--- config.mk ---
export PLATFORM = sky130hd
export DESIGN_NAME = chan_mux_scan_flat
export DESIGN_NICKNAME = d
export VERILOG_FILES = /design/src/rtl/chan_mux_scan_if.sv /design/src/rtl/chan_mux_scan.sv /design/src/flat_wrapper.sv
export SDC_FILE = /design/constraint.sdc
export NUM_CORES = 1
export LEC_CHECK = 0
export CAP_MARGIN = 30
export CORE_MARGIN = 8
export CORE_UTILIZATION = 48
export CTS_CLUSTER_SIZE = 30
export DETAILED_ROUTE_END_ITERATION = 7
export PLACE_DENSITY_LB_ADDON = 0.3
export SLEW_MARGIN = 10
export SYNTH_ARGS = -nofsm -noshare
export SYNTH_HDL_FRONTEND = slang
export SYNTH_SLANG_ARGS = --single-unit
--- constraint.sdc ---
create_clock -name clk -period 5.5 [get_ports clk]
set_input_delay 1.1 -clock clk [delete_from_list [all_inputs] [get_ports clk]]
set_output_delay 1.1 -clock clk [all_outputs]
set_load 0.03 [all_outputs]
--- src/rtl/chan_mux_scan_if.sv ---
// Channel-selector bus: packed channel inputs and scan controls going in, registered channel view coming out.
// The source of din/controls uses the master modport and the selector uses the slave modport.
interface chan_mux_scan_if #(
    parameter int WIDTH    = 4,
    parameter int CHANNELS = 4
);
    localparam int SEL_W = $clog2(CHANNELS);

    logic [CHANNELS*WIDTH-1:0] din;
    logic                      mode;
    logic [SEL_W-1:0]          sel;
    logic                      hold;
    logic                      inv;
    logic [WIDTH-1:0]          y;
    logic [SEL_W-1:0]          ch;
    logic                      ch_chg;

    modport master (
        output din, mode, sel, hold, inv,
        input  y, ch, ch_chg
    );

    modport slave (
        input  din, mode, sel, hold, inv,
        output y, ch, ch_chg
    );
endinterface

--- src/rtl/chan_mux_scan.sv ---
// Registered N-channel selector with optional inversion; the channel comes from sel or from a
// round-robin scan that dwells DWELL cycles per channel. Every output is taken straight from a flop.
//
// state  | meaning
// MANUAL | channel follows sel (an out-of-range sel keeps the current channel), dwell counter at 0
// AUTO   | round-robin scan; the first edge after entering AUTO only clears the dwell counter
module chan_mux_scan #(
    parameter int WIDTH    = 4,
    parameter int CHANNELS = 4,
    parameter int DWELL    = 8
) (
    input  logic           clk,
    input  logic           rst_n,
    chan_mux_scan_if.slave bus
);
    localparam int SEL_W = $clog2(CHANNELS);
    localparam int CNT_W = (DWELL > 1) ? $clog2(DWELL) : 1;
    localparam logic [SEL_W-1:0] CH_LAST  = SEL_W'(CHANNELS - 1);
    localparam logic [CNT_W-1:0] CNT_LAST = CNT_W'(DWELL - 1);

    typedef enum logic {MANUAL = 1'b0, AUTO = 1'b1} state_e;

    state_e           state_q, state_d;
    logic [SEL_W-1:0] ch_q, ch_d;
    logic [CNT_W-1:0] cnt_q, cnt_d;
    logic [WIDTH-1:0] y_q;
    logic             ch_chg_q;
    logic             sel_ok;
    logic [WIDTH-1:0] chan [2**SEL_W];

    // Pad the channel table to a power of two so any index is in range; padded slots are never selected.
    for (genvar k = 0; k < 2**SEL_W; k++) begin : g_chan
        if (k < CHANNELS) begin : g_valid
            assign chan[k] = bus.din[k*WIDTH +: WIDTH];
        end else begin : g_pad
            assign chan[k] = '0;
        end
    end

    assign sel_ok = (int'(bus.sel) < CHANNELS);

    always_ff @(posedge clk) begin
        if (!rst_n) begin
            state_q  <= MANUAL;
            ch_q     <= '0;
            cnt_q    <= '0;
            y_q      <= '0;
            ch_chg_q <= 1'b0;
        end else begin
            state_q  <= state_d;
            ch_q     <= ch_d;
            cnt_q    <= cnt_d;
            y_q      <= bus.inv ? ~chan[ch_d] : chan[ch_d];
            ch_chg_q <= (ch_d != ch_q);
        end
    end

    always_comb begin
        state_d = state_e'(bus.mode);
        ch_d    = ch_q;
        cnt_d   = cnt_q;
        if (!bus.hold) begin
            case (state_d)
                MANUAL: begin
                    cnt_d = '0;
                    if (sel_ok) begin
                        ch_d = bus.sel;
                    end
                end
                AUTO: begin
                    if (state_q == MANUAL) begin
                        cnt_d = '0;
                    end else if (cnt_q == CNT_LAST) begin
                        cnt_d = '0;
                        ch_d  = (ch_q == CH_LAST) ? '0 : ch_q + SEL_W'(1);
                    end else begin
                        cnt_d = cnt_q + CNT_W'(1);
                    end
                end
                default: begin
                    ch_d  = ch_q;
                    cnt_d = cnt_q;
                end
            endcase
        end
    end

    assign bus.y      = y_q;
    assign bus.ch     = ch_q;
    assign bus.ch_chg = ch_chg_q;
endmodule
--- src/flat_wrapper.sv ---
// flat-port wrapper written by rule: the top's interface ports become plain ports
module chan_mux_scan_flat 
#(
    parameter int WIDTH    = 4,
    parameter int CHANNELS = 4,
    parameter int DWELL    = 8
)
  (clk, rst_n, bus_din, bus_mode, bus_sel, bus_hold, bus_inv, bus_y, bus_ch, bus_ch_chg);
  chan_mux_scan_if #(.WIDTH(WIDTH), .CHANNELS(CHANNELS)) bus_i ();
  input  logic clk;
  input  logic rst_n;
  input wire logic [$bits(bus_i.din)-1:0] bus_din;
  input wire logic [$bits(bus_i.mode)-1:0] bus_mode;
  input wire logic [$bits(bus_i.sel)-1:0] bus_sel;
  input wire logic [$bits(bus_i.hold)-1:0] bus_hold;
  input wire logic [$bits(bus_i.inv)-1:0] bus_inv;
  output wire logic [$bits(bus_i.y)-1:0] bus_y;
  output wire logic [$bits(bus_i.ch)-1:0] bus_ch;
  output wire logic [$bits(bus_i.ch_chg)-1:0] bus_ch_chg;
  assign bus_i.din = bus_din;
  assign bus_i.mode = bus_mode;
  assign bus_i.sel = bus_sel;
  assign bus_i.hold = bus_hold;
  assign bus_i.inv = bus_inv;
  assign bus_y = bus_i.y;
  assign bus_ch = bus_i.ch;
  assign bus_ch_chg = bus_i.ch_chg;
  chan_mux_scan #(.WIDTH(WIDTH), .CHANNELS(CHANNELS), .DWELL(DWELL)) u_core (.clk(clk), .rst_n(rst_n), .bus(bus_i));
endmodule
==> reports/metrics.cfg <==
[placement]
dp_hpwl_um = 1730
io_buffers = 29
dp.cells = 149
gp_congestion = 0.767
place_ws_ns = 2.24

[finish]
nets = 155
drive_above_1_share_pct = 7.81
multiInputGateArea_um2 = 586
n_antenna_cell = 0
seq_area_um2 = 220
syn2layout_area_growth_pct = 30.9
fillers = 147
final_cells = 153

[clock_network]
hold_buffers = 0
insertion_delay_ns = 0.28
cts_made_buffers = 3
tritoncts = done
post-cts-setup-buffer-count = 0
cts_buffer_depth = 2
clk_pin_slew_ns = 0.07
cts_resized = 0
cts_root_buffer = clkbuf_4
cts.sinks = 11
htree_levels = 1

[critical_path]
cp_max_fo = 17
cp_data_arrival_time_ns = 3.13
start_kind = input pin
ff2ff_setup_slack_ns = 3.39
critical_path_class = in -> reg
required_ns = 5.67
critPathCaptureType = register

[route]
vias = 841
wire_per_inst_um = 14.3
dr.pass1.iters = 3
first_iter_violations = 8
drc = 0
ant_nets = 0
routed_wl_um = 2190
viasPerCell = 5.50

[outcome]
status = finished clean

[floorplanning]
io-pin-count = 30
coreArea_um2 = 1750
placementRows = 15
die_area_um2 = 3510
start_util_pct = 51.5
die_h_um = 59.3
die_w_um = 59.3

[yosys]
synth_top_area_cell = dfxtp_1
syn_avg_cell_area_um2 = 8.81
synthArstFlopShare_pct = 0
synth_warnings = 0
syn_area_um2 = 898
synth_cells = 102
syn_nets = 128
synth.area.top_cells = dfxtp_1 (25%), a21o_1 (5.0%), buf_6 (5.0%)
ys_ff_latch = 11
ys_seq_area_share_pct = 24.5
synth_commonest_cells = dfxtp_1 (11), nor2_1 (7), a21o_1 (6), a21oi_1 (6), inv_1 (6)
ys_types = 35
synth_edf_count = 0
synth-main-ff-cell = dfxtp_1
synth_most_common_cell = dfxtp_1
synth_top_cell_area_share_pct = 24.5

[sta]
rsz0062_at_grt = no
fin_ws_ns = 2.54
timing_worst_slew_pin_value_ns = 0.547
skew_ns = 0.00527
finalHoldViolations = 0
setup_viol = 0
period_share_pct = 53.8
tns_ns = 0
slew_viol_final = 0
min_period_ns = 2.96
relSlewSlack_pct = 63.4
fmax_mhz = 338

[global_route]
grt_max_degree = 18
grt_pass1_vias = 846
grt_pass1_wl_um = 3750
antenna_found_initial = 0
track_usage_pct = 13.9
grt_overflow = 0

[pwr]
finalPower_uw = 215
p_leak_nw = 0.494
ir_drop_uv = 175
power_density_nw_per_um2 = 183

[flow_run]
cap_violations = 0

[hold_path]
hold_class = reg -> reg

[cell families (layout without fill, tap and decap cells)]
family | Yosys count | count (layout) | synth area share (%)
AND/OR/NAND/NOR | 26 | 26 | 17.8
AO/OA/AOI/OAI | 43 | 43 | 36.8
buffers and inverters | 13 | 39 | 10.3
XOR/XNOR | 2 | 2 | 1.95
adder cells (fa/ha/maj) | 3 | 3 | 4.18
flip-flops | 11 | 11 | 24.5
multiplexers | 4 | 4 | 4.46
[worst max-delay path, cell delays in order]
cell	delay (ns)
clkdlybuf4s50_1	0.82
nor3b_2	0.16
a21o_1	0.30
o311a_1	0.40
mux2i_1	0.13
a211o_1	0.23
[stage by stage]
stage / area, um2 / utilization [%] / hold WS [ns]
CTS: 1180 / 67.4 / 0.507
finish: 1180 / 67.4 / 0.505
global placement: 1150 / 65.9 / 0.483
global route: 1180 / 67.4 / 0.572
floorplan: 898 / - / 0.464
detailed placement: 1150 / 65.9 / 0.491
[cell type report]
| class | count | share of cell area (%) |
|---|---|---|
| Tap cell | 25 | 2.66 |
| Timing Repair Buffer | 29 | 24.7 |
| Multi-Input combinational cell | 78 | 49.8 |
| Inverter | 6 | 1.91 |
| Sequential cell | 11 | 18.7 |
| Clock buffer | 4 | 2.23 |
[flip-flops by register name (all words and copies together) (netlist names)]
| name | count |
|---|---|
| u_core.bus.ch_chg | 1 |
| u_core.bus.ch | 2 |
| u_core.bus.y | 4 |
| u_core.cnt_q | 3 |
| u_core.state_q | 1 |
[layout by cell type, fill, tap and decap left out, types with 5 or more instances in the layout]
| master | count |
|---|---|
| a211o_1 | 5 |
| a211oi_1 | 5 |
| a21o_1 | 6 |
| a21oi_1 | 6 |
| clkdlybuf4s50_1 | 29 |
| dfxtp_1 | 11 |
| inv_1 | 6 |
| nor2_1 | 7 |
| o21a_1 | 5 |
[final timing paths]
kind                                                   start                           end  cells after the start
worst max register to register  u_core.cnt_q[0]$_SDFFE_PN0N_    u_core.bus.y[1]$_SDFF_PN0_                      7
worst min register to register  u_core.cnt_q[1]$_SDFFE_PN0N_  u_core.cnt_q[1]$_SDFFE_PN0N_                      2
worst min-delay path            u_core.cnt_q[1]$_SDFFE_PN0N_  u_core.cnt_q[1]$_SDFFE_PN0N_                      2
worst max-delay path                                bus_hold    u_core.bus.y[1]$_SDFF_PN0_                      6
[report_power, final]
group          total (mW)  switching [mW]  internal [mW]  leakage [nW]
sequential         0.0877         0.00317         0.0845        0.0904
combinational      0.0695          0.0326         0.0369         0.389
clock              0.0579          0.0297         0.0282        0.0150
total               0.215          0.0655          0.150         0.494
[layer usage]
layer  global-route usage [%]  vias to the layer above  part of all wire, %
li1                         -                      438                    -
met1                     14.6                      375                   43
met2                     22.2                       23                   48
met3                     6.07                        5                  7.6
met4                     8.87                        0                  2.2
met5                        0                        -                    0
(Power assumes the default switching activity.)
